File: src/rtl/rec_pkg.sv
// rec_pkg: definitions shared by the record, playback and controller blocks.
package rec_pkg;

    localparam int ADDR_W = 23;
    localparam int DATA_W = 32;

    typedef enum logic [1:0] {
        IDLE   = 2'd0,
        RECORD = 2'd1,
        PAUSE  = 2'd2,
        FLUSH  = 2'd3
    } rec_state_t;

endpackage

File: src/rtl/rec_if.sv
// rec_if: audio sink handshake plus SDRAM arbiter write port of the record engine.
// The master modport is the record engine's view; slave is the environment's view.
interface rec_if;
    import rec_pkg::*;

    logic              rec_write;
    logic [ADDR_W-1:0] rec_addr;
    logic [DATA_W-1:0] rec_writedata;
    logic              rec_sdram_finished;
    logic              rec_audio_valid;
    logic [DATA_W-1:0] rec_audio_data;
    logic              rec_audio_ready;

    modport master (
        output rec_write, rec_addr, rec_writedata, rec_audio_ready,
        input  rec_sdram_finished, rec_audio_valid, rec_audio_data
    );

    modport slave (
        input  rec_write, rec_addr, rec_writedata, rec_audio_ready,
        output rec_sdram_finished, rec_audio_valid, rec_audio_data
    );

endinterface

File: src/rtl/rec_sample_fifo.sv
// rec_sample_fifo: small synchronous sample FIFO with a combinational head.
// Push and pop in the same cycle are allowed even when full.
module rec_sample_fifo
    import rec_pkg::*;
#(
    parameter int FIFO_DEPTH = 4
) (
    input  logic              i_clk,
    input  logic              i_rst,
    input  logic              clear,
    input  logic              push,
    input  logic              pop,
    input  logic [DATA_W-1:0] wr_data,
    output logic [DATA_W-1:0] head,
    output logic              full,
    output logic              empty
);

    localparam int PTR_W = (FIFO_DEPTH > 1) ? $clog2(FIFO_DEPTH) : 1;
    localparam int CNT_W = PTR_W + 1;

    logic [DATA_W-1:0] mem [FIFO_DEPTH];
    logic [PTR_W-1:0]  wr_ptr;
    logic [PTR_W-1:0]  rd_ptr;
    logic [CNT_W-1:0]  count;
    logic              do_push;
    logic              do_pop;

    assign full    = (count == CNT_W'(FIFO_DEPTH));
    assign empty   = (count == '0);
    assign head    = mem[rd_ptr];
    assign do_pop  = pop & ~empty;
    assign do_push = push & (~full | do_pop);

    // Pointer and occupancy bookkeeping; clear empties the FIFO in one cycle.
    always_ff @(posedge i_clk or posedge i_rst) begin
        if (i_rst) begin
            wr_ptr <= '0;
            rd_ptr <= '0;
            count  <= '0;
        end else if (clear) begin
            wr_ptr <= '0;
            rd_ptr <= '0;
            count  <= '0;
        end else begin
            if (do_push) wr_ptr <= wr_ptr + PTR_W'(1);
            if (do_pop)  rd_ptr <= rd_ptr + PTR_W'(1);
            if (do_push && !do_pop)      count <= count + CNT_W'(1);
            else if (do_pop && !do_push) count <= count - CNT_W'(1);
        end
    end

    // Sample storage; contents need no reset since occupancy gates every read.
    always_ff @(posedge i_clk) begin
        if (do_push && !clear) mem[wr_ptr] <= wr_data;
    end

endmodule

File: src/rtl/record_core.sv
// record_core: audio capture engine. Buffers accepted samples and writes them
// as consecutive SDRAM words from a base address latched at start.
// Optional feature macro RECORD_DROP_CNT_EN: ready ignores FIFO fill, samples
// arriving on a full FIFO are discarded and counted in rec_drop_cnt.
module record_core
    import rec_pkg::*;
#(
    parameter int FIFO_DEPTH = 4,
    parameter int MAX_WORDS  = 2**22
) (
    input  logic              i_clk,
    input  logic              i_rst,
    input  logic              rec_start,
    input  logic [ADDR_W-1:0] rec_select,
    input  logic              rec_pause,
    input  logic              rec_stop,
    output logic              rec_done,
    output logic [ADDR_W-1:0] rec_length,
    output logic [15:0]       rec_drop_cnt,
    rec_if.master             bus
);

    localparam logic [ADDR_W-1:0] MAX_W = ADDR_W'(MAX_WORDS);

    rec_state_t        state_q;
    rec_state_t        state_d;
    logic [ADDR_W-1:0] base_q;
    logic [ADDR_W-1:0] acc_cnt_q;
    logic              start_acc;
    logic              recording;
    logic              at_limit;
    logic              drain_done;
    logic              fifo_push;
    logic              fifo_pop;
    logic              fifo_full;
    logic              fifo_empty;
    logic [DATA_W-1:0] fifo_head;

    function automatic logic [ADDR_W-1:0] len_inc(input logic [ADDR_W-1:0] v);
        return (v == MAX_W) ? v : v + ADDR_W'(1);
    endfunction

    assign at_limit   = (acc_cnt_q == MAX_W);
    assign drain_done = fifo_empty & ~bus.rec_write;
    assign fifo_pop   = bus.rec_write & bus.rec_sdram_finished;

    rec_sample_fifo #(.FIFO_DEPTH(FIFO_DEPTH)) u_fifo (
        .i_clk   (i_clk),
        .i_rst   (i_rst),
        .clear   (start_acc),
        .push    (fifo_push),
        .pop     (fifo_pop),
        .wr_data (bus.rec_audio_data),
        .head    (fifo_head),
        .full    (fifo_full),
        .empty   (fifo_empty)
    );

    // Controller state register.
    always_ff @(posedge i_clk or posedge i_rst) begin
        if (i_rst) state_q <= IDLE;
        else       state_q <= state_d;
    end

    // Controller next state; stop and the length limit win over pause.
    always_comb begin
        state_d = state_q;
        case (state_q)
            IDLE:    if (rec_start) state_d = RECORD;
            RECORD:  if (rec_stop || at_limit) state_d = FLUSH;
                     else if (rec_pause)       state_d = PAUSE;
            PAUSE:   if (rec_stop || at_limit) state_d = FLUSH;
                     else if (!rec_pause)      state_d = RECORD;
            FLUSH:   if (drain_done)           state_d = IDLE;
            default: state_d = IDLE;
        endcase
    end

    // Controller outputs; pause is a level, so it blocks intake in its first cycle too.
    always_comb begin
        start_acc = 1'b0;
        recording = 1'b0;
        rec_done  = 1'b0;
        case (state_q)
            IDLE:    start_acc = rec_start;
            RECORD:  recording = ~rec_pause;
            FLUSH:   rec_done  = drain_done;
            default: ;
        endcase
    end

`ifdef RECORD_DROP_CNT_EN
    logic fifo_drop;

    function automatic logic [15:0] drop_inc(input logic [15:0] v);
        return (v == 16'hFFFF) ? v : v + 16'd1;
    endfunction

    assign bus.rec_audio_ready = recording & (acc_cnt_q < MAX_W);
    assign fifo_push = bus.rec_audio_valid & bus.rec_audio_ready & (~fifo_full | fifo_pop);
    assign fifo_drop = bus.rec_audio_valid & bus.rec_audio_ready & fifo_full & ~fifo_pop;

    // Count samples discarded because the FIFO was full.
    always_ff @(posedge i_clk or posedge i_rst) begin
        if (i_rst)          rec_drop_cnt <= '0;
        else if (start_acc) rec_drop_cnt <= '0;
        else if (fifo_drop) rec_drop_cnt <= drop_inc(rec_drop_cnt);
    end
`else
    assign bus.rec_audio_ready = recording & ~fifo_full & (acc_cnt_q < MAX_W);
    assign fifo_push    = bus.rec_audio_valid & bus.rec_audio_ready;
    assign rec_drop_cnt = '0;
`endif

    // Take bookkeeping: base address, accepted and committed word counts.
    always_ff @(posedge i_clk or posedge i_rst) begin
        if (i_rst) begin
            base_q     <= '0;
            acc_cnt_q  <= '0;
            rec_length <= '0;
        end else if (start_acc) begin
            base_q     <= rec_select;
            acc_cnt_q  <= '0;
            rec_length <= '0;
        end else begin
            if (fifo_push) acc_cnt_q  <= acc_cnt_q + ADDR_W'(1);
            if (fifo_pop)  rec_length <= len_inc(rec_length);
        end
    end

    // SDRAM writer: registered request, address and data held until finished;
    // the drop after finished guarantees an idle cycle between writes.
    always_ff @(posedge i_clk or posedge i_rst) begin
        if (i_rst) begin
            bus.rec_write     <= 1'b0;
            bus.rec_addr      <= '0;
            bus.rec_writedata <= '0;
        end else if (fifo_pop) begin
            bus.rec_write <= 1'b0;
        end else if (!bus.rec_write && !fifo_empty && state_q != IDLE) begin
            bus.rec_write     <= 1'b1;
            bus.rec_addr      <= base_q + rec_length;
            bus.rec_writedata <= fifo_head;
        end
    end

endmodule

File: src/flat_wrapper.sv
// flat-port wrapper written by rule: the top's interface ports become plain ports
module record_core_flat import rec_pkg::*;
#(
    parameter int FIFO_DEPTH = 4,
    parameter int MAX_WORDS  = 2**22
)
  (i_clk, i_rst, rec_start, rec_select, rec_pause, rec_stop, rec_done, rec_length, rec_drop_cnt, bus_rec_write, bus_rec_addr, bus_rec_writedata, bus_rec_audio_ready, bus_rec_sdram_finished, bus_rec_audio_valid, bus_rec_audio_data);
  rec_if bus_i ();
  input  logic i_clk;
  input  logic i_rst;
  input  logic rec_start;
  input  logic [ADDR_W-1:0] rec_select;
  input  logic rec_pause;
  input  logic rec_stop;
  output logic rec_done;
  output logic [ADDR_W-1:0] rec_length;
  output logic [15:0] rec_drop_cnt;
  output wire logic [$bits(bus_i.rec_write)-1:0] bus_rec_write;
  output wire logic [$bits(bus_i.rec_addr)-1:0] bus_rec_addr;
  output wire logic [$bits(bus_i.rec_writedata)-1:0] bus_rec_writedata;
  output wire logic [$bits(bus_i.rec_audio_ready)-1:0] bus_rec_audio_ready;
  input wire logic [$bits(bus_i.rec_sdram_finished)-1:0] bus_rec_sdram_finished;
  input wire logic [$bits(bus_i.rec_audio_valid)-1:0] bus_rec_audio_valid;
  input wire logic [$bits(bus_i.rec_audio_data)-1:0] bus_rec_audio_data;
  assign bus_rec_write = bus_i.rec_write;
  assign bus_rec_addr = bus_i.rec_addr;
  assign bus_rec_writedata = bus_i.rec_writedata;
  assign bus_rec_audio_ready = bus_i.rec_audio_ready;
  assign bus_i.rec_sdram_finished = bus_rec_sdram_finished;
  assign bus_i.rec_audio_valid = bus_rec_audio_valid;
  assign bus_i.rec_audio_data = bus_rec_audio_data;
  record_core #(.FIFO_DEPTH(FIFO_DEPTH), .MAX_WORDS(MAX_WORDS)) u_core (.i_clk(i_clk), .i_rst(i_rst), .rec_start(rec_start), .rec_select(rec_select), .rec_pause(rec_pause), .rec_stop(rec_stop), .rec_done(rec_done), .rec_length(rec_length), .rec_drop_cnt(rec_drop_cnt), .bus(bus_i));
endmodule
File: config.mk
export PLATFORM = sky130hd
export DESIGN_NAME = record_core_flat
export DESIGN_NICKNAME = d
export VERILOG_FILES = /design/src/rtl/rec_pkg.sv /design/src/rtl/rec_if.sv /design/src/rtl/rec_sample_fifo.sv /design/src/rtl/record_core.sv /design/src/flat_wrapper.sv
export SDC_FILE = /design/constraint.sdc
export NUM_CORES = 1
export LEC_CHECK = 0
export CORE_MARGIN = 2
export CORE_UTILIZATION = 50
export DETAILED_ROUTE_END_ITERATION = 10
export PLACE_DENSITY = 0.81
export SKIP_CTS_REPAIR_TIMING = 1
export SLEW_MARGIN = 15
export SYNTH_ARGS = -nofsm -noshare
export SYNTH_HDL_FRONTEND = slang
export SYNTH_HIERARCHICAL = 1
export SYNTH_SLANG_ARGS = --single-unit
File: constraint.sdc
create_clock -name i_clk -period 4.15 [get_ports i_clk]
set_input_delay 0.83 -clock i_clk [delete_from_list [all_inputs] [get_ports i_clk]]
set_output_delay 0.83 -clock i_clk [all_outputs]
set_load 0.03 [all_outputs]
# Word-level counts from Yosys, hierarchy flattened
# Memories as Yosys holds them, arrays and structs flattened. A register that Yosys moved wholly into a read port is not among the register bits.
# Index checks and enable logic that the tools add are counted.
totals:
  register_bits: 102
  ram_bits: 128
  input_bits: 62
  output_inout_bits: 97
  wordCells: 91
  n_memories: 1
classes:
  add_sub_neg: 7
  magnitude_cmp: 1
  eq_ne: 11
  n_mux: 26
  bitwise_logic: 13
  reduce_logical: 23
mem_list:
  columns: ["memory", "depth", "word_bits", "read_ports", "rd_ports_with_merged_regs", "wr", "line_no", "text"]
  rows:
  - ["u_core.u_fifo.mem", 4, 32, 1, 1, 1, "rec_sample_fifo.sv:22", "logic [DATA_W-1:0] mem [FIFO_DEPTH];"]
ops:
  columns: ["operator", "n"]
  rows:
  - ["$mux 23", 5]
  - ["$add 23x1->23 const B", 2]
  - ["$eq 23x23->1 const B", 2]
  - ["$add 23x23->23", 1]
  - ["$lt 23x23->1 const B", 1]
  - ["$mux 2", 10]
  - ["$reduce_bool 2->1", 6]
  - ["$mux 3", 3]
  - ["$pmux 2 s4", 1]
  - ["$and 1x1->1", 7]
  - ["$mux 1", 7]
  - ["$ne 3x2->1 const B", 2]
  - ["$logic_and 1x1->1", 5]
  - ["$logic_not 1->1", 5]
  - ["$not 1->1", 5]
  - ["$add 2x1->2 const B", 2]
  - ["$eq 2x2->1 const B", 2]
  - ["$ne 2x2->1 const B", 2]
  - ["$reduce_and 2->1", 2]
  - ["$reduce_and 4->1", 1]
  - ["$add 3x1->3 const B", 1]
  - ["$eq 3x3->1 const B", 1]
  - ["$logic_not 3->1", 1]
  - ["$reduce_bool 3->1", 1]
  - ["6 further kinds", 6]

# Logic depth before layout (Yosys ltp)
logic_depth:
  ltp_word: 11
  depth_mapped: 12
  depth_no_buf: 9

# By module
# The synthesis kept the hierarchy.
modules_own_cells:
  columns: ["mod", "instances", "cells_per_inst", "area_each_um2"]
  rows:
  - ["record_core", 1, 760, 7028.0]
  - ["rec_sample_fifo", 1, 232, 5192.5]

# Worst setup path after synthesis
# Ideal clock, no wire load.
synth_path:
  kind: "input port to flip-flop"
  from: "input rec_pause"
  to: "memory u_core.u_fifo.mem[0][0] (enable)"
  setup_time_ps: 468
  arrival_ps: 4198
  required_time_ps: 3682
  setup_slack_ps: -515
  stages: 6
  n_path_buf: 2
  cell_sequence: "nor4_4 > and3_1 > clkbuf_1 > buf_2 > o21ai_0 > nor3b_1"
synth_between:
  elab_chain_cells: 9
synth_lines:
  columns: ["element", "line_no", "text"]
  rows:
  - ["from (decl)", "flat_wrapper.sv:13", "input logic rec_pause;"]
  - ["$not 1->1", "record_core.sv:86", "RECORD: recording = ~rec_pause;"]
  - ["$mux 1", "record_core.sv:84", "case (state_q)"]
  - ["$and 1x1->1 (2 in series)", "record_core.sv:110", "assign bus.rec_audio_ready = recording & ~fifo_full & (acc_cnt_q < MAX_W);"]
  - ["$and 1x1->1", "record_core.sv:111", "assign fifo_push = bus.rec_audio_valid & bus.rec_audio_ready;"]
  - ["named net u_core.fifo_push", "record_core.sv:33", "logic fifo_push;"]
  - ["$and 1x1->1", "rec_sample_fifo.sv:33", "assign do_push = push & (~full | do_pop);"]
  - ["$logic_and 1x1->1", "rec_sample_fifo.sv:55", "if (do_push && !clear) mem[wr_ptr] <= wr_data;"]
  - ["$mux 1", "rec_sample_fifo.sv:55", null]
  - ["$mux 1 (implied by the code)", "rec_sample_fifo.sv:55", null]
  - ["to (decl)", "rec_sample_fifo.sv:22", null]
# The timed path passes the listed nets, and every way through them passes these cells.

# Final worst setup path
layout_path:
  from: "register u_core.u_fifo.count[0]"
  to: "output rec_done"
layout_between:
  elab_chain_cells: 3
layout_lines:
  columns: ["element", "line_no", "text"]
  rows:
  - ["from (decl)", "rec_sample_fifo.sv:25", "logic [CNT_W-1:0] count;"]
  - ["from (signal assigned)", "rec_sample_fifo.sv:48", "if (do_push && !do_pop) count <= count + CNT_W'(1);"]
  - ["from (signal assigned)", "rec_sample_fifo.sv:49", "else if (do_pop && !do_push) count <= count - CNT_W'(1);"]
  - ["$logic_not 3->1", "rec_sample_fifo.sv:30", "assign empty = (count == '0);"]
  - ["named net u_core.fifo_empty", "record_core.sv:36", "logic fifo_empty;"]
  - ["$and 1x1->1", "record_core.sv:44", "assign drain_done = fifo_empty & ~bus.rec_write;"]
  - ["$mux 1", "record_core.sv:84", null]
  - ["to (decl)", "flat_wrapper.sv:15", "output logic rec_done;"]
# The timed path passes the listed nets, and every way through them passes these cells.

==> flow_metrics.py <==
metrics = {
    "outcome": {
        "run_status": "completed",
    },
    "power_and_ir_drop": {
        "peakVddDrop_v": 0.000435,
        "leakage_nw": 5.83,
        "powerDensity_nw_per_um2": 672,
    },
    "worst_setup_path": {
        "cp_top_family": "simple AND/OR/NAND/NOR gates",
        "arrival_ns": 2.52,
        "crit_slowest_cell": "clkdlybuf4s50_1",
        "slowest_delay_ns": 0.67,
        "endpoint": "rec_done",
        "r2r_slack_ns": 1.19,
        "required_ns": 3.32,
        "r2r_cells": 7,
        "r2r-start": "u_core/u_fifo/count[2]",
        "worst-setup-path-type": "register to output port",
        "setup.worst_path.start_class": "register",
        "crit_path_start": "u_core/u_fifo/count[0]",
        "path_cells": "nor3_1 > nand2_1 > nor2_1 > clkdlybuf4s50_1",
        "cp.depth": 4,
        "timing.critical_path.buf_inv": 1,
        "worstPathMaxFanout": 9,
        "r2r-end": "u_core/u_fifo/mem[0][29]",
        "end_kind": "output port",
    },
    "routing": {
        "dr.pass1.iters": 7,
        "ant_nets": 0,
        "vias_per_cell": 5.66,
        "vias": 8296,
        "wl_per_cell_microns": 18.4,
        "drc": 0,
        "wirelength_mm": 27.0,
        "drtIter0Drc": 763,
    },
    "placement": {
        "dp.cells": 1418,
        "dpl_cell_area_sq_um": 13900,
        "place.detailed.hpwl_mm": 18.0,
        "place.gp.congestion": 0.874,
        "io_buffers": 142,
    },
    "logic_synthesis": {
        "ys_types": 72,
        "yosysTopAreaCell": "edfxtp_1",
        "syn_inst": 992,
        "synthTopCellsByCount": "149 x nand2_1, 134 x dfrtp_1, 128 x edfxtp_1",
        "yosysMostFrequentCell": "nand2_1",
        "synth_edf_count": 128,
        "synth.avg_cell_area_sq_um": 12.3,
        "yosysWarnings": 6,
        "yosys_register_bits": 262,
        "netlist.area_leader.share_pct": 31.5,
        "synthArstFlopShare_pct": 51.1,
        "ys.flop_type": "dfrtp_1",
        "yosys-top-cells-area": "edfxtp_1 31%, dfrtp_1 27%, mux4_2 5.9%",
        "syn_area_sq_um": 12200,
        "ys_seq_area_share_pct": 58.9,
    },
    "finish": {
        "multi_input_area_sq_um": 4630,
        "fin_nets": 1217,
        "seqCellArea_sq_um": 7200,
        "synthToLayoutAreaGrowth_pct": 21.1,
        "nFillCells": 1840,
        "insertedDiodeCount": 0,
        "stdcell_count": 1466,
        "final_area_sq_um": 14800,
        "drive_above_1_share_pct": 12.2,
    },
    "clock_network": {
        "root_buffer": "clkbuf_16",
        "clkLatencyLatePin_ns": 0.55,
        "cts_buffers": 27,
        "clk_path_buf_depth": 3,
        "path_clk_slew_ns": 0.06,
        "cts_max_level": 1,
        "cts_sinks": 262,
        "cts_tree": "done",
    },
    "sta": {
        "relSlewSlack_pct": 25.6,
        "setup_violations": 0,
        "rsz0062_at_grt": "false",
        "period_share_pct": 80.7,
        "fin_skew_ns": 0.0138,
        "period_needed_ns": 3.35,
        "fin_tns_setup_ns": 0,
        "hold_viol": 0,
        "finalMaxSlewViolations": 0,
        "tightest_slew_ns": 1.11,
        "max_freq_mhz": 298,
    },
    "floorplanning": {
        "core_sq_um": 24200,
        "start_util_pct": 50.5,
        "rows": 57,
        "pin_count": 159,
        "die-area_sq_um": 25700,
        "dieHeight_microns": 160,
        "die_w_microns": 160,
    },
    "global_route": {
        "grt_overflow": 0,
        "grtUsageTotal_pct": 21.2,
        "grt_pass1_wl_mm": 43.7,
        "grt_pass1_vias": 8181,
        "grt_max_degree": 52,
        "antenna_found_initial": 0,
    },
    "hold_path": {
        "hp-class": "register to register",
    },
    "run": {
        "maxCapViolations": 0,
    },
}
==> metrics by stage <==
| stage | worst slack, ns | utilization, % | hold WS, ns | total power [mW] |
|---|---|---|---|---|
| after detailed placement | 0.603 | 57.4 | 0.462 | 7.52 |
| after global routing | 0.688 | 61.2 | 0.491 | 10.5 |
| after CTS | 0.766 | 61.2 | 0.477 | 10.0 |
| after global placement | 0.680 | 57.4 | 0.461 | 7.42 |
| final | 0.800 | 61.2 | 0.472 | 9.94 |
| after floorplan | -0.515 | - | 0.485 | 6.29 |
==> per-layer routing <==
layer	routed length [microns]	global-route usage (%)	share of wire, %
met1	11500	29.7	43
met2	13200	35.4	49
met3	1840	3.28	6.8
met4	471	4.87	1.7
met5	0	0	0
==> logic make-up (layout without fill, tap and decap cells) <==
family          Yosys count  in the layout  share of synthesized area, %
flops                   262            262                          58.9
fa+ha+maj                32             32                          3.40
simple gates            350            350                          14.2
buf+inv                  95            230                          3.89
other cells               1             16                        0.0307
compound gates          144            144                          7.65
xor+xnor                 46             46                          3.30
mux                      62             62                          8.64
==> layout make-up <==
cell class / count / share of cell area, %
timing repair buffer: 156 / 10.5
clock buffer: 37 / 5.09
multi-input combinational: 650 / 31.3
tap: 324 / 2.74
sequential: 262 / 48.6
inverter: 26 / 0.685
clock inverter: 11 / 1.06
==> cell usage in the layout, fill, tap and decap left out, drive strengths merged, types with 27 or more instances in the layout <==
master,count
nor2,65
o21ai,44
edfxtp,128
nand2,149
dfrtp,134
a21oi,36
clkbuf,37
inv,28
xnor2,27
mux4,32
ha,30
clkdlybuf4s50,142
==> power by group <==
part / total, mW / switching, mW / internal (mW)
sequential: 3.70 / 0.429 / 3.27
combinational: 3.78 / 2.20 / 1.58
clock: 2.46 / 0.998 / 1.46
total: 9.94 / 3.63 / 6.31
==> state kept, by name, indices dropped and copies added, names as in the netlist, 3 cells and up <==
register / cells
u_core/base_q: 23
u_core/bus.rec_addr: 23
u_core/u_fifo/mem: 128
u_core/acc_cnt_q: 23
u_core/u_fifo/count: 3
u_core/bus.rec_writedata: 32
u_core/rec_length: 23
==> how the worst min path moves through the flow <==
stage / slack (ns) / depth (start not counted) / startpoint / to
2_1_floorplan: 0.48 / 1 / u_core/base_q[0] / u_core/base_q[0]
3_3_place_gp: 0.46 / 2 / u_core/bus.rec_addr[6] / u_core/bus.rec_addr[6]
3_5_place_dp: 0.46 / 2 / u_core/bus.rec_writedata[2] / u_core/bus.rec_writedata[2]
4_1_cts: 0.48 / 2 / u_core/bus.rec_writedata[2] / u_core/bus.rec_writedata[2]
5_1_grt: 0.49 / 2 / u_core/bus.rec_writedata[2] / u_core/bus.rec_writedata[2]
6_report: 0.47 / 2 / u_core/bus.rec_addr[0] / u_core/bus.rec_addr[0]
==> worst min-delay path: cells and delay by family (launching register included) <==
kind | cells | cell delay [ns]
flip-flops | 1 | 0.34
AND/OR/NAND/NOR | 2 | 0.10
(Power assumes the default switching activity.)
